File: src/rtl/regfile_wb_arbiter_pkg.sv
// Shared widths and requester-select encoding for the register-file writeback arbiter.
package regfile_wb_arbiter_pkg;

  localparam int DATA_W = 32;
  localparam int ADDR_W = 5;

  typedef enum logic {
    REQ_A = 1'b0,
    REQ_B = 1'b1
  } req_sel_e;

endpackage

File: src/rtl/regfile_wb_arbiter_rr_arb2.sv
// Two-way round-robin grant with a one-bit priority pointer and a freeze input.
module rr_arb2
  import regfile_wb_arbiter_pkg::*;
(
  input  logic     clk,
  input  logic     rst,
  input  logic     hold,
  input  logic     aValid,
  input  logic     bValid,
  output logic     aGrant,
  output logic     bGrant,
  output req_sel_e winner
);

  req_sel_e prioQ;
  req_sel_e prioD;

  // Grants are suppressed during reset so no transfer is seen by a requester.
  always_comb begin
    aGrant = 1'b0;
    bGrant = 1'b0;
    if (!rst && !hold) begin
      aGrant = aValid && (!bValid || (prioQ == REQ_A));
      bGrant = bValid && (!aValid || (prioQ == REQ_B));
    end
  end

  always_comb begin
    prioD = prioQ;
    if (aGrant) begin
      prioD = REQ_B;
    end else if (bGrant) begin
      prioD = REQ_A;
    end
  end

  assign winner = bGrant ? REQ_B : REQ_A;

  always_ff @(posedge clk or posedge rst) begin
    if (rst) begin
      prioQ <= REQ_A;
    end else begin
      prioQ <= prioD;
    end
  end

endmodule

File: src/rtl/regfile_wb_arbiter.sv
// Round-robin arbiter for the register-file write port with a registered write stage.
// Optional decode bypass of the committing write is enabled by defining WB_FWD_EN.
module regfile_wb_arbiter
  import regfile_wb_arbiter_pkg::*;
#(
  parameter int DATA_W = regfile_wb_arbiter_pkg::DATA_W,
  parameter int ADDR_W = regfile_wb_arbiter_pkg::ADDR_W
) (
  input  logic              clk,
  input  logic              rst,
  input  logic              hold,
  input  logic              aValid,
  input  logic [ADDR_W-1:0] aReg,
  input  logic [DATA_W-1:0] aData,
  output logic              aReady,
  input  logic              bValid,
  input  logic [ADDR_W-1:0] bReg,
  input  logic [DATA_W-1:0] bData,
  output logic              bReady,
  output logic              regWrite,
  output logic [ADDR_W-1:0] writeReg,
  output logic [DATA_W-1:0] writeData,
  input  logic [ADDR_W-1:0] fwdAddr1,
  input  logic [ADDR_W-1:0] fwdAddr2,
  output logic              fwdHit1,
  output logic              fwdHit2,
  output logic [DATA_W-1:0] fwdData1,
  output logic [DATA_W-1:0] fwdData2
);

  logic              aGrant;
  logic              bGrant;
  req_sel_e          winner;
  logic              regWriteQ;
  logic              regWriteD;
  logic [ADDR_W-1:0] writeRegQ;
  logic [ADDR_W-1:0] writeRegD;
  logic [DATA_W-1:0] writeDataQ;
  logic [DATA_W-1:0] writeDataD;

  rr_arb2 uArb (
    .clk    (clk),
    .rst    (rst),
    .hold   (hold),
    .aValid (aValid),
    .bValid (bValid),
    .aGrant (aGrant),
    .bGrant (bGrant),
    .winner (winner)
  );

  assign aReady = aGrant;
  assign bReady = bGrant;

  // Index and data hold their last value when nothing is granted.
  always_comb begin
    regWriteD  = aGrant || bGrant;
    writeRegD  = writeRegQ;
    writeDataD = writeDataQ;
    if (aGrant || bGrant) begin
      writeRegD  = (winner == REQ_B) ? bReg : aReg;
      writeDataD = (winner == REQ_B) ? bData : aData;
    end
  end

  always_ff @(posedge clk or posedge rst) begin
    if (rst) begin
      regWriteQ  <= 1'b0;
      writeRegQ  <= '0;
      writeDataQ <= '0;
    end else begin
      regWriteQ  <= regWriteD;
      writeRegQ  <= writeRegD;
      writeDataQ <= writeDataD;
    end
  end

  assign regWrite  = regWriteQ;
  assign writeReg  = writeRegQ;
  assign writeData = writeDataQ;

`ifdef WB_FWD_EN
  assign fwdHit1  = regWriteQ && (writeRegQ == fwdAddr1);
  assign fwdHit2  = regWriteQ && (writeRegQ == fwdAddr2);
  assign fwdData1 = fwdHit1 ? writeDataQ : '0;
  assign fwdData2 = fwdHit2 ? writeDataQ : '0;
`else
  logic unusedFwdAddr;
  assign unusedFwdAddr = ^{fwdAddr1, fwdAddr2};
  assign fwdHit1  = 1'b0;
  assign fwdHit2  = 1'b0;
  assign fwdData1 = '0;
  assign fwdData2 = '0;
`endif

endmodule

File: config.mk
export PLATFORM = sky130hd
export DESIGN_NAME = regfile_wb_arbiter
export DESIGN_NICKNAME = d
export VERILOG_FILES = /design/src/rtl/regfile_wb_arbiter_pkg.sv /design/src/rtl/regfile_wb_arbiter_rr_arb2.sv /design/src/rtl/regfile_wb_arbiter.sv
export SDC_FILE = /design/constraint.sdc
export NUM_CORES = 1
export LEC_CHECK = 0
export CAP_MARGIN = 20
export CELL_PAD_IN_SITES_DETAIL_PLACEMENT = 1
export CELL_PAD_IN_SITES_GLOBAL_PLACEMENT = 2
export CORE_ASPECT_RATIO = 0.75
export CORE_MARGIN = 4
export CORE_UTILIZATION = 19
export DETAILED_ROUTE_END_ITERATION = 8
export PLACE_DENSITY = 0.81
export SYNTH_ARGS = -nofsm -noshare
export SYNTH_HDL_FRONTEND = slang
export SYNTH_SLANG_ARGS = --single-unit
File: constraint.sdc
create_clock -name clk -period 2.05 [get_ports clk]
set_clock_uncertainty 0.15 [all_clocks]
set_input_delay 0.41 -clock clk [delete_from_list [all_inputs] [get_ports clk]]
set_output_delay 0.41 -clock clk [all_outputs]
set_load 0.01 [all_outputs]
==> results of run 1 <==
-- per-stage QoR --
| step | setup slack [ns] | power [W] | area [µm²] |
|---|---|---|---|
| 2_1_floorplan | 0.346 | 0.00151 | 2910 |
| 4_1_cts | 0.0805 | 0.00304 | 4060 |
| 5_1_grt | 0.0373 | 0.00316 | 4060 |
| 3_5_place_dp | -0.409 | 0.00198 | 3850 |
| 3_3_place_gp | -0.419 | 0.00196 | 3850 |
| 6_report | 0.0818 | 0.00299 | 4060 |
-- worst reg2reg max path, stage by stage (launching register included) --
cell,delay (ns)
dfrtp_1,0.39
nand2b_1,0.18
buf_4,0.26
and4_1,0.28
a221o_1,0.26
-- synthesized netlist by cell type --
cell type  instances  share of area
nand2_1            1         0.0014
a21o_1             1         0.0028
inv_1              3         0.0042
a221o_1           37           0.14
clkbuf_1           9          0.013
buf_4             67           0.19
dfrtp_1           39           0.37
and3_1             1         0.0024
and4_1            37           0.12
buf_6              3          0.013
nor3b_1           37           0.10
nor2_4             1         0.0042
buf_2             14          0.026
o21ai_1            1         0.0019
nor2_2             1         0.0024
or2_1              1         0.0024
nand2b_1           1         0.0024
nand3_1            1         0.0019
conb_1             1         0.0014
-- power breakdown --
part,switching [W],internal (W),leakage (nW)
Combinational,0.000410,0.000552,1.14
Clock,0.000325,0.000699,0.0911
Sequential,0.0000866,0.000916,0.469
-- kinds of logic after synthesis --
group / count (synthesis) / synth area share
AOI/OAI and AO/OA: 39 / 0.144
buffers and inverters: 96 / 0.245
DFF: 39 / 0.367
other: 1 / 0.00141
and+or+nand+nor: 81 / 0.243
-- per-layer routing --
layer	share of wire	wire (µm)	GRT usage	vias up
li1	-	-	-	1072
met2	0.51	5050	0.216	83
met3	0.059	585	0.0273	4
met1	0.42	4200	0.152	1189
met5	0	0	0	-
met4	0.0061	60	0.0273	0
-- registers in the layout, summed over array words and instances (netlist names) --
| name | cells |
|---|---|
| writeData | 32 |
| regWrite | 1 |
| writeReg | 5 |
| uArb.prioQ | 1 |
-- final cells by class --
| type | count | area [µm²] | share of cell area |
|---|---|---|---|
| Timing Repair Buffer | 137 | 1370 | 0.337 |
| Multi-Input combinational cell | 186 | 1300 | 0.320 |
| Sequential cell | 39 | 976 | 0.240 |
| Tap cell | 175 | 219 | 0.0539 |
| Clock buffer | 6 | 129 | 0.0317 |
| Clock inverter | 2 | 60.1 | 0.0148 |
| Inverter | 3 | 11.3 | 0.00277 |
-- repair_timing --
item,CTS,global route
endpoints found under the setup margin,2,0
buffers inserted,3,0
hold endpoints to repair,0,0
gates resized for setup,6,0
-- path summary, 6_finish.rpt --
kind,startpoint,endpoint,slack [ns],depth (start not counted)
worst min register to register,writeData[25],writeData[25],0.36,1
max in group asynchronous,rst,writeData[0],1.17,4
min in group clk,writeData[25],writeData[25],0.36,1
worst max register to register,uArb.prioQ,writeData[1],0.41,4
worst min-delay path,rst,writeData[24],0.32,4
worst max-delay path,aValid,bReady,0.08,5
==> impl_metrics.csv, run 1 <==
group,metric,value,unit
timing,fin_setup_tns,0,ns
global_route,grt_util_all_layers,0.123,
timing,finalMaxSlewViolations,0,
clock_tree,insertion_delay,0.28,ns
route,vias,2348,
route,ant_nets,0,
floorplanning,coreArea,13700,µm²
placement,io_buffers,118,
route,detail_route.wl_per_cell,18.1,µm
setup_path,critPathSlowestCell,"clkdlybuf4s50_1",
route,drt-vias-per-instance,4.28,
clock_tree,cts_sinks,39,
setup_path,arrival,1.41,ns
status,status,"complete, no violations",
floorplanning,die_area,16000,µm²
clock_tree,htreeDepth,2,
route,wl,9890,µm
setup_path,cp-start-kind,"primary input",
route,drt_iter0_markers,97,
setup_path,critPathMaxStageDelay,0.50,ns
clock_tree,hold_buffers,0,
power_and_ir_drop,p_per_area,736,nW/µm²
placement,dp_hpwl,7060,µm
timing,finalSetupViolations,0,
route,first_pass_iters,4,
timing,hold_viol,0,
floorplanning,rows,37,
setup_path,critical_path_buf_inv_count,3,
timing,grt_setup_unrepaired,"no",
setup_path,end_kind,"output pin",
timing,whs,0.324,ns
cells_and_area,drive_gt1_frac,0.0831,
job,max_cap_violations,0,
cells_and_area,most-common-layout-cells,"clkdlybuf4s50_1 (113), conb_1 (66), dfrtp_1 (39)",
cells_and_area,layout_commonest_cell,"clkdlybuf4s50_1",
cells_and_area,fin_util,0.296,
timing,timing.final.crit_share,0.960,
floorplanning,ioPinCount,195,
global_route,antenna_found_initial,0,
cells_and_area,antenna_cells,0,
global_route,overflow,0,
cells_and_area,layout.nets,461,
global_route,grt_max_degree,39,
cells_and_area,syn2layout_area_growth,52.6,%
setup_path,crit_required,1.49,ns
route,remaining_drc_errors,0,
timing,fin_crit,1.97,ns
yosys,synth_cell_type_count,19,
cells_and_area,final_cells,548,
floorplanning,die_x,145,µm
floorplanning,initial_core_util,0.194,
cells_and_area,fill_cells,1579,
setup_path,critPathMaxFanout,3,
clock_tree,cts.reportedPaths.clkPinSlew,0.06,ns
yosys,synth-seq-area-share,0.367,
power_and_ir_drop,leakagePower,1.70,nW
global_route,first_global_vias,2642,
hold_path,hp-class,"primary input to asynchronous set/reset pin",
setup_path,path_class,"primary input to output pin",
yosys,netlist_area,2660,µm²
yosys,yosys_warnings,0,
placement,placed_cells_incl_taps,537,
global_route,grt_pass1_wl,15400,µm
clock_tree,cts_buffer_depth,2,
placement,place_congestion,0.697,
yosys,postSynthCellCount,256,
power_and_ir_drop,peakVddDrop,0.274,mV
clock_tree,cts_tree,"built",
yosys,syn_avg_cell_area,10.4,µm²
yosys,ys_seq_elements,39,
setup_path,path_cells,"clkdlybuf4s50_1 -> nand2b_1 -> nand3_2 -> inv_1 -> dlygate4sd2_1",
floorplanning,fp.dieH,110,µm
timing,fmax,508,MHz
clock_tree,cts_buffers,5,
setup_path,crit_family,"buffers and inverters",
clock_tree,cts-root-buf,"clkbuf_16",
No activity file was read; power rests on OpenSTA's default activity.
==> run 2, diff against run 1 <==
- CORE_MARGIN: 4 -> not set
==> impl_metrics.csv, run 2 (synthesis results as in run 1) <==
group,metric,value,unit
status,status,"complete, but fails checks",
status,violations,"DRC",
power_and_ir_drop,leakagePower,1.67,nW
global_route,grt_pass1_wl,14300,µm
route,detail_route.wl_per_cell,16.8,µm
setup_path,cp-start-kind,"primary input",
setup_path,path_cells,"clkdlybuf4s50_1 -> nand2b_1 -> nand3_2 -> inv_1 -> dlygate4sd2_1",
route,ant_nets,0,
cells_and_area,fill_cells,1568,
setup_path,critPathSlowestCell,"clkdlybuf4s50_1",
power_and_ir_drop,p_per_area,680,nW/µm²
placement,dp_hpwl,6340,µm
clock_tree,cts_buffers,5,
setup_path,reg2regPathDepth,5,
hold_path,hp-class,"primary input to asynchronous set/reset pin",
route,wl,9170,µm
timing,finalMaxSlewViolations,0,
floorplanning,coreArea,13700,µm²
clock_tree,htreeDepth,2,
cells_and_area,seq_area,976,µm²
floorplanning,die_x,139,µm
clock_tree,cts-root-buf,"clkbuf_16",
setup_path,critPathMaxFanout,3,
clock_tree,cts_tree,"built",
setup_path,end_kind,"output pin",
clock_tree,cts_buffer_depth,2,
cells_and_area,layout_commonest_cell,"clkdlybuf4s50_1",
timing,hold_viol,0,
power_and_ir_drop,peakVddDrop,0.268,mV
setup_path,rrSetupSlack,0.30,ns
global_route,overflow,0,
setup_path,rr_endpoint,"writeData[18]",
route,drt_iter0_markers,128,
timing,finalSetupViolations,0,
cells_and_area,most-common-layout-cells,"clkdlybuf4s50_1 (113), conb_1 (66), dfrtp_1 (39)",
setup_path,crit_required,1.49,ns
timing,timing.final.crit_share,0.969,
cells_and_area,drive_gt1_frac,0.0784,
power_and_ir_drop,p_total,0.00274,W
setup_path,arrival,1.43,ns
cells_and_area,antenna_cells,0,
global_route,first_global_vias,2495,
placement,place_congestion,0.714,
route,vias,2341,
floorplanning,rows,37,
timing,whs,0.310,ns
clock_tree,cts_sinks,39,
job,max_cap_violations,0,
setup_path,r2r-start,"uArb.prioQ",
floorplanning,initial_core_util,0.194,
floorplanning,ioPinCount,195,
timing,fmax,503,MHz
clock_tree,insertion_delay,0.28,ns
setup_path,path_class,"primary input to output pin",
route,drt-vias-per-instance,4.30,
route,first_pass_iters,8,
floorplanning,fp.dieH,104,µm
clock_tree,hold_buffers,0,
clock_tree,cts.reportedPaths.clkPinSlew,0.06,ns
global_route,grt_max_degree,40,
setup_path,critPathMaxStageDelay,0.51,ns
cells_and_area,multi_input_area,1300,µm²
placement,io_buffers,118,
global_route,grt_util_all_layers,0.128,
floorplanning,die_area,14500,µm²
global_route,antenna_found_initial,0,
cells_and_area,syn2layout_area_growth,51.3,%
timing,fin_crit,1.99,ns
route,remaining_drc_errors,9,
cells_and_area,layout.nets,458,
cells_and_area,largest_reg_flops,32,
[run 2: layout make-up]
cell class	instances	share of cell area
Inverter	3	0.00280
Multi-Input combinational cell	186	0.323
Tap cell	175	0.0544
Sequential cell	39	0.242
Clock inverter	2	0.00311
Clock buffer	6	0.0320
Timing Repair Buffer	134	0.343
[run 2: worst max-delay path by stage]
stage	startpoint	endpoint	slack, ns	cells after the start
finish	aValid	bReady	0.06	5
global route	aValid	bReady	-0.01	5
CTS	bValid	aReady	0.01	4
detailed placement	rst	aReady	-0.41	4
global placement	rst	aReady	-0.42	4
floorplan	rst	aReady	0.35	4
[run 2: repair_timing]
action / 4_1_cts / 5_1_grt
setup endpoints to repair: 2 / 2
endpoints found under the hold margin: 0 / 0
pin swaps: 1 / 0
gates resized for setup: 8 / 1
setup buffers: 1 / 1
[run 2: critical path, delay by kind of cell]
kind                   cells  cell delay (ns)
and+or+nand+nor            2             0.19
buffers and inverters      3             0.82
[run 2: per-layer routing]
metal  GRT usage  wire length (µm)  vias to the layer above
li1            -                 -                     1072
met1       0.159              4070                     1157
met2       0.212              4320                      102
met3      0.0336               581                       10
met4      0.0468               206                        0
met5           0                 0                        -
[run 2: power breakdown]
group | internal, W | leakage (nW) | total [W] | switching (W)
registers | 0.000917 | 0.469 | 0.00101 | 0.0000904
clock network | 0.000450 | 0.0669 | 0.000775 | 0.000326
logic | 0.000557 | 1.14 | 0.000955 | 0.000399
[run 2: metrics by stage]
| step | utilization | cells | instance area [µm²] | setup WS (ns) | setup TNS [ns] |
|---|---|---|---|---|---|
| 2_1_floorplan | - | 321 | 2910 | 0.346 | 0 |
| 3_3_place_gp | 0.282 | 535 | 3860 | -0.424 | -8.45 |
| 3_5_place_dp | 0.282 | 535 | 3860 | -0.411 | -8.85 |
| 4_1_cts | 0.293 | 544 | 4020 | 0.0146 | 0 |
| 5_1_grt | 0.294 | 545 | 4030 | -0.0103 | -0.0103 |
| 6_report | 0.294 | 545 | 4030 | 0.0632 | 0 |
==> run 3, diff against run 2 <==
- GPL_ROUTABILITY_DRIVEN: not set -> 0
- GPL_TIMING_DRIVEN: not set -> 0
- SLEW_MARGIN: not set -> 20
==> impl_metrics.csv, run 3 (synthesis results as in run 1) <==
group,metric,value,unit
route,drt-vias-per-instance,4.17,
cells_and_area,drive_gt1_frac,0.239,
clock_tree,cts.reportedPaths.clkPinSlew,0.07,ns
cells_and_area,final_cells,627,
placement,dp_hpwl,7480,µm
placement,place_area,4330,µm²
cells_and_area,seq_area,976,µm²
setup_path,crit_required,1.49,ns
status,status,"complete, but fails checks",
floorplanning,ioPinCount,195,
cells_and_area,antenna_cells,0,
placement,placed_cells_incl_taps,615,
clock_tree,hold_buffers,0,
clock_tree,cts_sinks,39,
clock_tree,insertion_delay,0.28,ns
floorplanning,coreArea,13700,µm²
setup_path,arrival,1.38,ns
global_route,antenna_found_initial,0,
cells_and_area,design_area,4620,µm²
timing,finalSetupViolations,0,
route,vias,2613,
timing,fin_setup_tns,0,ns
route,first_pass_iters,9,
setup_path,critPathMaxFanout,10,
cells_and_area,syn2layout_area_growth,73.6,%
floorplanning,initial_core_util,0.194,
power_and_ir_drop,p_per_area,675,nW/µm²
route,remaining_drc_errors,9,
timing,finalMaxSlewViolations,0,
cells_and_area,layout_commonest_cell,"clkdlybuf4s50_1",
cells_and_area,layout.nets,540,
timing,relSlewSlack,0.665,
floorplanning,rows,37,
power_and_ir_drop,p_total,0.00312,W
global_route,grt_pass1_wl,15300,µm
setup_path,end_kind,"output pin",
floorplanning,fp.dieH,104,µm
placement,io_buffers,118,
setup_path,path_class,"primary input to output pin",
timing,whs,0.0368,ns
clock_tree,cts_buffers,5,
cells_and_area,multi_input_area,1310,µm²
timing,fin_crit,1.94,ns
global_route,first_global_vias,2727,
setup_path,cp-start-kind,"primary input",
global_route,overflow,0,
timing,timing.final.crit_share,0.944,
clock_tree,cts-root-buf,"clkbuf_16",
floorplanning,die_x,139,µm
route,detail_route.wl_per_cell,15.6,µm
timing,hold_viol,0,
clock_tree,cts_buffer_depth,2,
route,wl,9780,µm
global_route,grt_max_degree,22,
cells_and_area,largest_reg_flops,32,
cells_and_area,fill_cells,1589,
job,max_cap_violations,0,
clock_tree,htreeDepth,2,
power_and_ir_drop,leakagePower,2.08,nW
status,violations,"DRC",
timing,grt_setup_unrepaired,"no",
route,drt_iter0_markers,98,
timing,fmax,517,MHz
clock_tree,cts_tree,"built",
floorplanning,die_area,14500,µm²
cells_and_area,most-common-layout-cells,"clkdlybuf4s50_1 (112), buf_4 (70), conb_1 (66), dfrtp_1 (39)",
power_and_ir_drop,peakVddDrop,0.248,mV
timing,tightest_slew,0.502,ns
global_route,grt_util_all_layers,0.135,
hold_path,hp-class,"primary input to asynchronous set/reset pin",
route,ant_nets,0,
run 3: power breakdown:
| group | switching, W | total, W | internal (W) |
|---|---|---|---|
| logic | 0.000429 | 0.00109 | 0.000656 |
| clock network | 0.000329 | 0.00103 | 0.000699 |
| registers | 0.0000889 | 0.00101 | 0.000917 |
| total | 0.000847 | 0.00312 | 0.00227 |
run 3: what timing repair did:
| item | 4_1_cts | 5_1_grt |
|---|---|---|
| hold endpoints to repair | 0 | 0 |
| setup buffers | 4 | 0 |
| endpoints found under the setup margin | 2 | 2 |
| pin swaps | 1 | 0 |
| gates resized for setup | 29 | 8 |
run 3: cell type report:
cell class,count,share of cell area
plain buffers,93,0.149
clock buffers,6,0.0279
clock inverters,2,0.0130
inverters,3,0.00244
multi-input cells,186,0.283
flip-flops and latches,39,0.211
well taps,175,0.0474
repair buffers,123,0.266
run 3: stage by stage:
step / util / setup WS, ns
5_1_grt: 0.337 / 0.0312
6_report: 0.337 / 0.115
3_5_place_dp: 0.316 / -1.03
2_1_floorplan: - / 0.346
4_1_cts: 0.337 / 0.00596
3_3_place_gp: 0.314 / -0.966
run 3: metal layers:
| layer | up-vias | global-route usage | wire (µm) |
|---|---|---|---|
| li1 | 1229 | - | - |
| met5 | - | 0 | 0 |
| met2 | 97 | 0.238 | 4940 |
| met1 | 1276 | 0.165 | 4120 |
| met4 | 0 | 0.0310 | 123 |
| met3 | 11 | 0.0350 | 598 |
run 3: final timing paths:
path | startpoint | endpoint | slack [ns] | cells after the start
worst max-delay path | bValid | aReady | 0.11 | 5
worst min-delay path | rst | writeData[2] | 0.04 | 2
worst max register to register | uArb.prioQ | writeData[31] | 0.44 | 5
worst min register to register | writeData[6] | writeData[6] | 0.36 | 1
max in group asynchronous | rst | writeData[9] | 1.23 | 3
min in group clk | writeData[6] | writeData[6] | 0.36 | 1
run 3: critical path, cell delays in order:
cell and delay [ns]:
clkdlybuf4s15_1 0.33, clkbuf_4 0.27, nand2_1 0.07, and3_4 0.18, buf_6 0.12
